## src/rtl/axilite_reg_slave.sv

```systemverilog
// AXI4-Lite slave exposing NUM_REGS 32-bit registers with byte strobes.
// Latency: B two cycles after a joint AW+W handshake, R one cycle after AR.
// Backpressure: one-entry AW/W holding regs; commits stall while a B response is unacknowledged.
module axilite_reg_slave #(
  parameter int                    ADDR_WIDTH  = 8,
  parameter int                    DATA_WIDTH  = 32,
  parameter int                    NUM_REGS    = 16,
  parameter logic [DATA_WIDTH-1:0] RESET_VALUE = 32'h0
) (
  input  logic                           aclk,
  input  logic                           aresetn,
  // write address channel
  input  logic [ADDR_WIDTH-1:0]          awaddr,
  input  logic                           awvalid,
  output logic                           awready,
  // write data channel
  input  logic [DATA_WIDTH-1:0]          wdata,
  input  logic [DATA_WIDTH/8-1:0]        wstrb,
  input  logic                           wvalid,
  output logic                           wready,
  // write response channel
  output logic [1:0]                     bresp,
  output logic                           bvalid,
  input  logic                           bready,
  // read address channel
  input  logic [ADDR_WIDTH-1:0]          araddr,
  input  logic                           arvalid,
  output logic                           arready,
  // read data channel
  output logic [DATA_WIDTH-1:0]          rdata,
  output logic [1:0]                     rresp,
  output logic                           rvalid,
  input  logic                           rready,
  // register state
  output logic [NUM_REGS*DATA_WIDTH-1:0] regs_o,
  output logic [NUM_REGS-1:0]            wr_pulse_o
);

  localparam int IDX_W  = ADDR_WIDTH - 2;
  localparam int STRB_W = DATA_WIDTH / 8;
  localparam logic [1:0] RESP_OKAY   = 2'b00;
  localparam logic [1:0] RESP_SLVERR = 2'b10;

  // holding registers for the independently captured AW and W beats
  logic                   r_aw_full;
  logic [IDX_W-1:0]       r_aw_idx;
  logic                   r_w_full;
  logic [DATA_WIDTH-1:0]  r_w_data;
  logic [STRB_W-1:0]      r_w_strb;

  // response and register state
  logic                   r_bvalid;
  logic [1:0]             r_bresp;
  logic                   r_rvalid;
  logic [DATA_WIDTH-1:0]  r_rdata;
  logic [1:0]             r_rresp;
  logic [DATA_WIDTH-1:0]  r_regs [NUM_REGS];
  logic [NUM_REGS-1:0]    r_wr_pulse;

  logic                   w_aw_hs;
  logic                   w_w_hs;
  logic                   w_b_hs;
  logic                   w_ar_hs;
  logic                   w_r_hs;
  logic                   w_commit;
  logic [31:0]            w_wr_idx;
  logic [31:0]            w_rd_idx;
  logic                   w_wr_ok;
  logic                   w_rd_ok;
  logic [DATA_WIDTH-1:0]  w_rd_data;
  logic                   w_unused_addr_bits;

  // byte-offset bits of both addresses carry no meaning for word registers
  assign w_unused_addr_bits = ^{awaddr[1:0], araddr[1:0]};

  assign awready = !r_aw_full;
  assign wready  = !r_w_full;
  assign arready = !r_rvalid;
  assign bvalid  = r_bvalid;
  assign bresp   = r_bresp;
  assign rvalid  = r_rvalid;
  assign rdata   = r_rdata;
  assign rresp   = r_rresp;
  assign wr_pulse_o = r_wr_pulse;

  assign w_aw_hs = awvalid && !r_aw_full;
  assign w_w_hs  = wvalid && !r_w_full;
  assign w_b_hs  = r_bvalid && bready;
  assign w_ar_hs = arvalid && !r_rvalid;
  assign w_r_hs  = r_rvalid && rready;

  // a held write only lands once the previous response has been taken
  assign w_commit = r_aw_full && r_w_full && !r_bvalid;

  assign w_wr_idx = 32'(r_aw_idx);
  assign w_rd_idx = 32'(araddr[ADDR_WIDTH-1:2]);
  assign w_wr_ok  = (w_wr_idx < NUM_REGS);
  assign w_rd_ok  = (w_rd_idx < NUM_REGS);

  // read mux; out-of-range indices fall through to zero
  always_comb begin
    w_rd_data = '0;
    for (int i = 0; i < NUM_REGS; i++) begin
      if (w_rd_idx == 32'(i)) w_rd_data = r_regs[i];
    end
  end

  // AW holding register: filled on handshake, emptied on commit
  always_ff @(posedge aclk or negedge aresetn) begin
    if (!aresetn) begin
      r_aw_full <= 1'b0;
      r_aw_idx  <= '0;
    end else if (w_commit) begin
      r_aw_full <= 1'b0;
    end else if (w_aw_hs) begin
      r_aw_full <= 1'b1;
      r_aw_idx  <= awaddr[ADDR_WIDTH-1:2];
    end
  end

  // W holding register: filled on handshake, emptied on commit
  always_ff @(posedge aclk or negedge aresetn) begin
    if (!aresetn) begin
      r_w_full <= 1'b0;
      r_w_data <= '0;
      r_w_strb <= '0;
    end else if (w_commit) begin
      r_w_full <= 1'b0;
    end else if (w_w_hs) begin
      r_w_full <= 1'b1;
      r_w_data <= wdata;
      r_w_strb <= wstrb;
    end
  end

  // B channel: raised by commit, held with its response until accepted
  always_ff @(posedge aclk or negedge aresetn) begin
    if (!aresetn) begin
      r_bvalid <= 1'b0;
      r_bresp  <= RESP_OKAY;
    end else if (w_commit) begin
      r_bvalid <= 1'b1;
      r_bresp  <= w_wr_ok ? RESP_OKAY : RESP_SLVERR;
    end else if (w_b_hs) begin
      r_bvalid <= 1'b0;
    end
  end

  // register bank update with byte strobes, plus the one-cycle write pulse
  always_ff @(posedge aclk or negedge aresetn) begin
    if (!aresetn) begin
      for (int i = 0; i < NUM_REGS; i++) r_regs[i] <= RESET_VALUE;
      r_wr_pulse <= '0;
    end else begin
      for (int i = 0; i < NUM_REGS; i++) begin
        r_wr_pulse[i] <= w_commit && (w_wr_idx == 32'(i));
        if (w_commit && (w_wr_idx == 32'(i))) begin
          for (int b = 0; b < STRB_W; b++) begin
            if (r_w_strb[b]) r_regs[i][8*b +: 8] <= r_w_data[8*b +: 8];
          end
        end
      end
    end
  end

  // R channel: samples the bank before any same-edge write lands
  always_ff @(posedge aclk or negedge aresetn) begin
    if (!aresetn) begin
      r_rvalid <= 1'b0;
      r_rdata  <= '0;
      r_rresp  <= RESP_OKAY;
    end else if (w_ar_hs) begin
      r_rvalid <= 1'b1;
      r_rdata  <= w_rd_data;
      r_rresp  <= w_rd_ok ? RESP_OKAY : RESP_SLVERR;
    end else if (w_r_hs) begin
      r_rvalid <= 1'b0;
    end
  end

  // flat view of the bank, no extra pipeline
  for (genvar g = 0; g < NUM_REGS; g++) begin : g_regs_o
    assign regs_o[DATA_WIDTH*g +: DATA_WIDTH] = r_regs[g];
  end

endmodule

```

## config.mk

```make
export PLATFORM = sky130hd
export DESIGN_NAME = axilite_reg_slave
export DESIGN_NICKNAME = d
export VERILOG_FILES = /design/src/rtl/axilite_reg_slave.sv
export SDC_FILE = /design/constraint.sdc
export NUM_CORES = 1
export LEC_CHECK = 0
export BUFFER_PORTS_ARGS = -buffer_cell sky130_fd_sc_hd__buf_2
export CAP_MARGIN = 15
export CORE_MARGIN = 10
export CORE_UTILIZATION = 30
export DETAILED_ROUTE_END_ITERATION = 10
export GPL_TIMING_DRIVEN = 0
export PLACE_DENSITY = 0.5
export SKIP_LAST_GASP = 1
export SLEW_MARGIN = 20
export SYNTH_ARGS = -nofsm -noshare
export SYNTH_HDL_FRONTEND = slang
export SYNTH_SLANG_ARGS = --single-unit
```

## constraint.sdc

```tcl
create_clock -name aclk -period 2.86 [get_ports aclk]
set_clock_uncertainty 0.2 [all_clocks]
set_input_delay 0.572 -clock aclk [delete_from_list [all_inputs] [get_ports aclk]]
set_output_delay 0.572 -clock aclk [all_outputs]
set_load 0.005 [all_outputs]
```

==> results.md, run 1 <==
- Initial antenna violation count: 7
- Netlist Area Pre-Place: about 28000 um^2
- Final Hold Viols: 0
- Clock root cell: clkbuf_16
- I/O Buffers: slightly above 600
- Pwr Density: roughly 1000 nW/um^2
- Vias: around 23000
- NetSw: ~0.014 W
- Sequential fraction of design power: a little over two fifths
- Outcome: finished with violations
- MaxCap Viol Count: 0
- Design Area, Final: ~36000 um^2
- Unrepaired setup endpoints after global routing: yes
- Slack of the critical path: -0.0419 ns
- Hold Path Class: primary input to flip-flop
- Die H: about 320 um
- Yosys Warn Count: 0
- Synth Flop Type: dfrtp_1
- Setup crit start: araddr[2]
- Max-Slew Margin vs Limit: about a fifth
- Largest net degree at the start of global routing: 100
- XOR/XNOR Fraction of Synth Area: 0%
- Pins Over Slew Limit: 0
- Clk_lat worst skew: 0.63 ns
- First-pass GRT wire length: approximately 210000 um
- Total Nets Final: 2912
- Post-synth cell types: approximately 70
- Maximum clock insertion buffer count: 3
- Fin crit period: a little under 3 ns
- Setup CP Type: primary input to flip-flop
- Ys async rst share: 100%
- Die Span X: approximately 320 um
- WL per Instance: 39.5 um
- Initial Utilization: slightly above 30%
- Row count: around 110
- DR vias/cell: between 5 and 6
- Area grow syn2layout: 29.7%
- Slew @ Worst Pin: about 1.2 ns
- CTS HTree Levels: 3
- Clock transition at path regs: ~0.060 ns
- Fmax: approximately 340 MHz
- Min Hold Slack: roughly 0.013 ns
- Synth Area in Compound Gates: under 10%
- Combinational share of power: between 30% and 40%
- Number of global-route vias before repair: approximately 24000
- DRT antenna net count: 0
- Reg-to-reg startpoint: rvalid
- Core box area: just over 90000 um^2
- Sequential share of the synthesized area: a little under three fifths
- Peak supply drop: roughly 0.00055 V
- Setup crit end: rdata[2]
- Largest family of logic cells by synthesized area: multiplexers
- Flops & latches, synth: slightly above 600
- 1st-pass router iterations: 5
- Leak: approximately 19 nW
- Reg2reg path depth: 6
- Post-route DRC: 0
- Gpl congestion: 0.875
- WP data arrival: about 3.3 ns
- Placed cell area: 32500 um^2
- Synth Area in Simple Gates: under 10%
- Int Pwr: ~0.023 W
- Final Non-Filler Cells: between 4000 and 5000
- CP endpoint kind: flip-flop
- CP max FO: 10
- Num CTS Buffers: just over 70
- Worst Path Required: 3.21 ns
- DP Wirelength: around 110000 um
- First DRT Iteration DRCs: around 2500
- Crit share post-route: 101%
- CTS tree: done
- Clock sinks: between 600 and 700
- Adder-cell share of the synthesized area: 0%
- Failing checks: negative setup slack
- Switching Fraction: 37.6%
- Synth Instances: 2092
- Share of layout cells above drive strength 1: a little over half
- Routed WL: between 150000 and 200000 um
- Fin util: between 30% and 40%
- Die area: about 100000 um^2
- CP Launch Type: primary input
- Reg2Reg Capture Point: rdata[23]
- Number of top-level pins: roughly 630
- Mux cell area share after synthesis: between 20% and 30%
- Total gr overflow: 0
- FF-to-FF setup slack: about 0.050 ns
- Clock power frac: approximately 26%
- Tot GR Track Use: 30.0%
- Syn avg cell area: around 13 um^2
- Total power: around 0.037 W
- Number of synthesized flops with an enable pin: 0
- Setup violators final: 3
- Placed cell count: between 3000 and 4000
[cell type report]
cell class                 instances  area (um^2)
timing repair buffer             688         4000
clock inverter                    18          186
tap                             1186         1480
inverter                          11         41.3
fill                            8895        55600
antenna                            6         15.0
buffer                           154          855
clock buffer                     110         2180
sequential                       608        15200
multi-input combinational       1318        11800
[cells by family after synthesis]
| group | after synthesis |
|---|---|
| compound gates | 333 |
| buf+inv | 167 |
| flops | 608 |
| mux | 660 |
| other cells | 1 |
| simple gates | 323 |
[stage by stage]
stage	TNS (ns)	setup WS, ns
final	-0.0674	-0.0419
after global routing	-0.0236	-0.0209
after CTS	-2.54	-0.104
after detailed placement	-161.53	-1.50
after global placement	-7415.18	-11.90
after floorplan	0	0.271
[power by group through the flow]
stage,clock network (W),logic [W],registers [W]
final,0.00941,0.0119,0.0155
after global routing,0.00983,0.0126,0.0159
after CTS,0.00948,0.0119,0.0154
after detailed placement,0,0.0118,0.0155
after global placement,0,0.0116,0.0153
after floorplan,0,0.00504,0.0146
[critical path, stage by stage]
cell	delay, ns
buf_4	0.19
buf_4	0.31
inv_1	0.44
buf_2	0.57
buf_4	0.49
a22oi_1	0.13
o32ai_1	0.15
o211ai_1	0.17
a31oi_1	0.19
[state kept, by name, summed over array words and instances, names as in the netlist]
register	count
r_w_full	1
r_w_data	32
r_aw_idx	6
bresp	1
rresp	1
bvalid	1
regs_o	512
rvalid	1
rdata	32
r_aw_full	1
r_w_strb	4
wr_pulse_o	16
[routing by layer]
layer  GRT usage (%)  share of wire (%)
met2            46.4                 45
met4            15.5                5.9
met1            36.8                 39
met5               0              0.017
met3            10.5                 11
[timing repair]
action                                  in CTS  in global routing
pin swaps                                    9                  0
resized for setup                           63                 20
endpoints found under the hold margin      106                  0
buffers inserted                            20                  0
hold buffers                                39                  0
endpoints found under the setup margin     475                101
[cells in the final DEF (no fill, tap or decap), drive strengths merged, types with 9 or more instances in the layout]
cell         synthesis  layout
a222oi              10      10
o21ai               67      67
mux2               583     583
a21oi               67      67
a22o                15      15
nor2b                9       9
inv                 11      16
o22ai               30      30
nor3                26      26
nor2                81      81
mux4                24      24
a31oi               12      12
nand2b               9       9
dlygate4sd3          0      39
mux2i               53      53
clkinv               0       9
a221oi              11      11
and2                18      18
a22oi               46      46
nand3               28      28
nand2              121     121
a211oi               9       9
buf                 83     725
dfrtp              608     608
clkbuf              73     187
[synthesized netlist by cell type (5+ instances only)]
cell type	count	share of area [%]
a211oi_1	9	0.25
nor3_1	18	0.33
mux4_2	24	2.0
nand2_2	36	0.82
nand3_1	28	0.51
nand2_1	85	1.2
inv_1	11	0.15
a222oi_1	10	0.36
a31oi_1	12	0.27
o211ai_1	6	0.16
o22ai_1	30	0.68
mux2_1	5	0.20
nand2b_1	9	0.20
a22o_1	15	0.48
clkbuf_1	73	0.99
o21ai_0	61	1.1
nor2_1	80	1.1
and2_1	17	0.39
nor2b_1	9	0.20
a2111oi_0	6	0.19
nor3_2	6	0.22
buf_1	11	0.15
mux2i_1	53	1.9
o31ai_1	7	0.19
o221ai_1	8	0.25
dfrtp_1	608	55
buf_2	59	1.1
a22oi_1	46	1.3
a221oi_1	11	0.35
mux2_2	578	24
a21oi_1	67	1.2
a32oi_1	8	0.25
buf_4	12	0.33
o21ai_1	6	0.11
[worst min path at each step]
stage | startpoint | endpoint | slack (ns) | cells after the start
5_1_grt | wstrb[0] | r_w_strb[0] | 0.01 | 2
3_3_place_gp | rresp[1] | rresp[1] | 0.26 | 2
2_1_floorplan | aresetn | bresp[1] | 0.08 | 0
6_report | wdata[27] | r_w_data[27] | 0.01 | 2
4_1_cts | wdata[27] | r_w_data[27] | 0.002 | 2
3_5_place_dp | rdata[21] | rdata[21] | 0.28 | 2
Note: power is estimated with default switching activity, not from simulation.
==> run 2, diff against run 1 <==
--- a/config.mk
+++ b/config.mk
@@ -9,6 +9,7 @@
 export CAP_MARGIN = 15
 export CORE_MARGIN = 10
 export CORE_UTILIZATION = 30
+export CTS_BUF_LIST = sky130_fd_sc_hd__clkbuf_8
 export DETAILED_ROUTE_END_ITERATION = 10
 export GPL_TIMING_DRIVEN = 0
 export PLACE_DENSITY = 0.5
==> run 2 against run 1 <==
  * The flow still finishes with violations (negative setup slack)
  * Utilization fell by 0.053 points
  * Sequential share of layout area rose by 0.058 points
  * Cell count rose by 1.8%
  * Largest cell class unchanged
  * Cell area fell by 0.14%
==> results.md, run 2 (synthesis results as in run 1) <==
- CP max FO: 10
- CTS tree: done
- First DRT Iteration DRCs: approximately 2400
- Tot GR Track Use: around 30%
- Pwr Density: 1010 nW/um^2
- Row count: 111
- DP Wirelength: ~110000 um
- CTS HTree Levels: 3
- Pins Over Slew Limit: 0
- MaxCap Viol Count: 0
- Most frequent cells in the layout: buf_2 (662), dfrtp_1 (608), mux2_2 (578)
- Max-Slew Margin vs Limit: just over 20%
- Worst slack after detailed placement: -1.50 ns
- Setup TNS: -0.223 ns
- Hold Path Class: primary input to flip-flop
- Leak: approximately 19 nW
- Maximum clock insertion buffer count: 3
- Die area: around 100000 um^2
- Worst Path Required: 3.33 ns
- Unrepaired setup endpoints after global routing: yes
- Total Nets Final: 2953
- First-pass GRT wire length: 213000 um
- Largest register FFs: 512
- Clock transition at path regs: roughly 0.07 ns
- Slew @ Worst Pin: around 1.2 ns
- Most common cell after layout, fill and taps aside: buf_2
- Initial Utilization: between 30% and 40%
- Crit share post-route: 102%
- Die Span X: roughly 320 um
- Gpl congestion: slightly below 0.9
- DR vias/cell: 5.67
- Core box area: ~91000 um^2
- Die H: ~320 um
- Area grow syn2layout: 29.5%
- Failing checks: negative setup slack
- Routed wl met2: 72900 um
- DRT antenna net count: 0
- Total gr overflow: 0
- Final Hold Viols: 0
- Num CTS Buffers: about 110
- Vias: between 20000 and 25000
- Post-route DRC: 0
- Slack of the critical path: -0.0465 ns
- 1st-pass router iterations: 6
- CP Launch Type: primary input
- Peak supply drop: between 0.0005 and 0.0006 V
- Fin crit period: between 2 and 3 ns
- Number of top-level pins: between 600 and 700
- Routed WL: ~160000 um
- Clk_lat worst skew: roughly 0.78 ns
- Outcome: finished with violations
- Initial antenna violation count: 11
- Setup violators final: 14
- WL met3: between 15000 and 20000 um
- Highest metal used: met5
- WL per Instance: 38.8 um
- Number of global-route vias before repair: between 20000 and 25000
- WP data arrival: roughly 3.4 ns
- Clock sinks: 608
- Setup CP Type: primary input to flip-flop
- Largest net degree at the start of global routing: 100
- Clock root cell: clkbuf_8
- Wl on met1: 62700 um
- Share of layout cells above drive strength 1: 53.9%
- I/O Buffers: approximately 620
- CP endpoint kind: flip-flop
- Fmax: approximately 340 MHz
[run 2: per-layer routing]
metal,vias to the layer above,global-route usage [%]
met4,4,15.7
met2,1480,46.4
met1,12400,36.6
met5,-,0
li1,9365,-
met3,372,10.7
[run 2: final timing paths]
kind                           start     endpoint  slack [ns]  cells past startpoint
max in group asynchronous    aresetn  regs_o[179]        0.83                      4
min in group asynchronous    aresetn   regs_o[47]        0.20                      2
min                          arvalid    rdata[20]         0.1                      4
min reg2reg                rdata[21]    rdata[21]        0.30                      2
max reg2reg                   bvalid  regs_o[381]       -0.02                      7
max                        araddr[3]    rdata[12]       -0.05                     10
[run 2: area by class of cell]
class / count / area [um^2]
Sequential cell: 608 / 15200
Multi-Input combinational cell: 1318 / 11800
Timing Repair Buffer: 694 / 4060
Buffer: 154 / 822
Tap cell: 1186 / 1480
Fill cell: 8949 / 55700
Inverter: 11 / 41.3
Clock buffer: 139 / 1910
Clock inverter: 53 / 355
Antenna cell: 11 / 27.5
[run 2: critical path, stage by stage]
cell      delay (ns)
buf_2           0.09
buf_2           0.36
buf_4           0.45
buf_4           0.42
buf_4           0.45
clkbuf_4        0.44
nand2_1         0.10
a21oi_1         0.18
a21oi_1         0.08
a21oi_1         0.18
[run 2: metrics by stage]
stage          power, W  std cells  area, um^2  util (%)  hold WS, ns
2_1_floorplan    0.0196       2093       27600         -       0.0764
3_3_place_gp     0.0268       3898       32100      35.2        0.263
3_5_place_dp     0.0273       3908       32500      35.5        0.282
4_1_cts          0.0360       4162       35500      38.9       0.0255
5_1_grt          0.0377       4166       35700      39.0       0.0671
6_report         0.0361       4174       35700      39.1       0.0959
[run 2: report_power, final]
group / internal (W) / switching [W] / leakage, nW
Combinational: 0.00554 / 0.00635 / 9.17
Clock: 0.00470 / 0.00396 / 1.26
Sequential: 0.0119 / 0.00361 / 8.27
Total: 0.0222 / 0.0139 / 18.7
[run 2: what timing repair did]
item	CTS	global route
gates resized for setup	44	25
pin swaps	6	3
buffers inserted	16	2
hold endpoints to repair	114	0
hold buffers	47	0
endpoints found under the setup margin	482	228
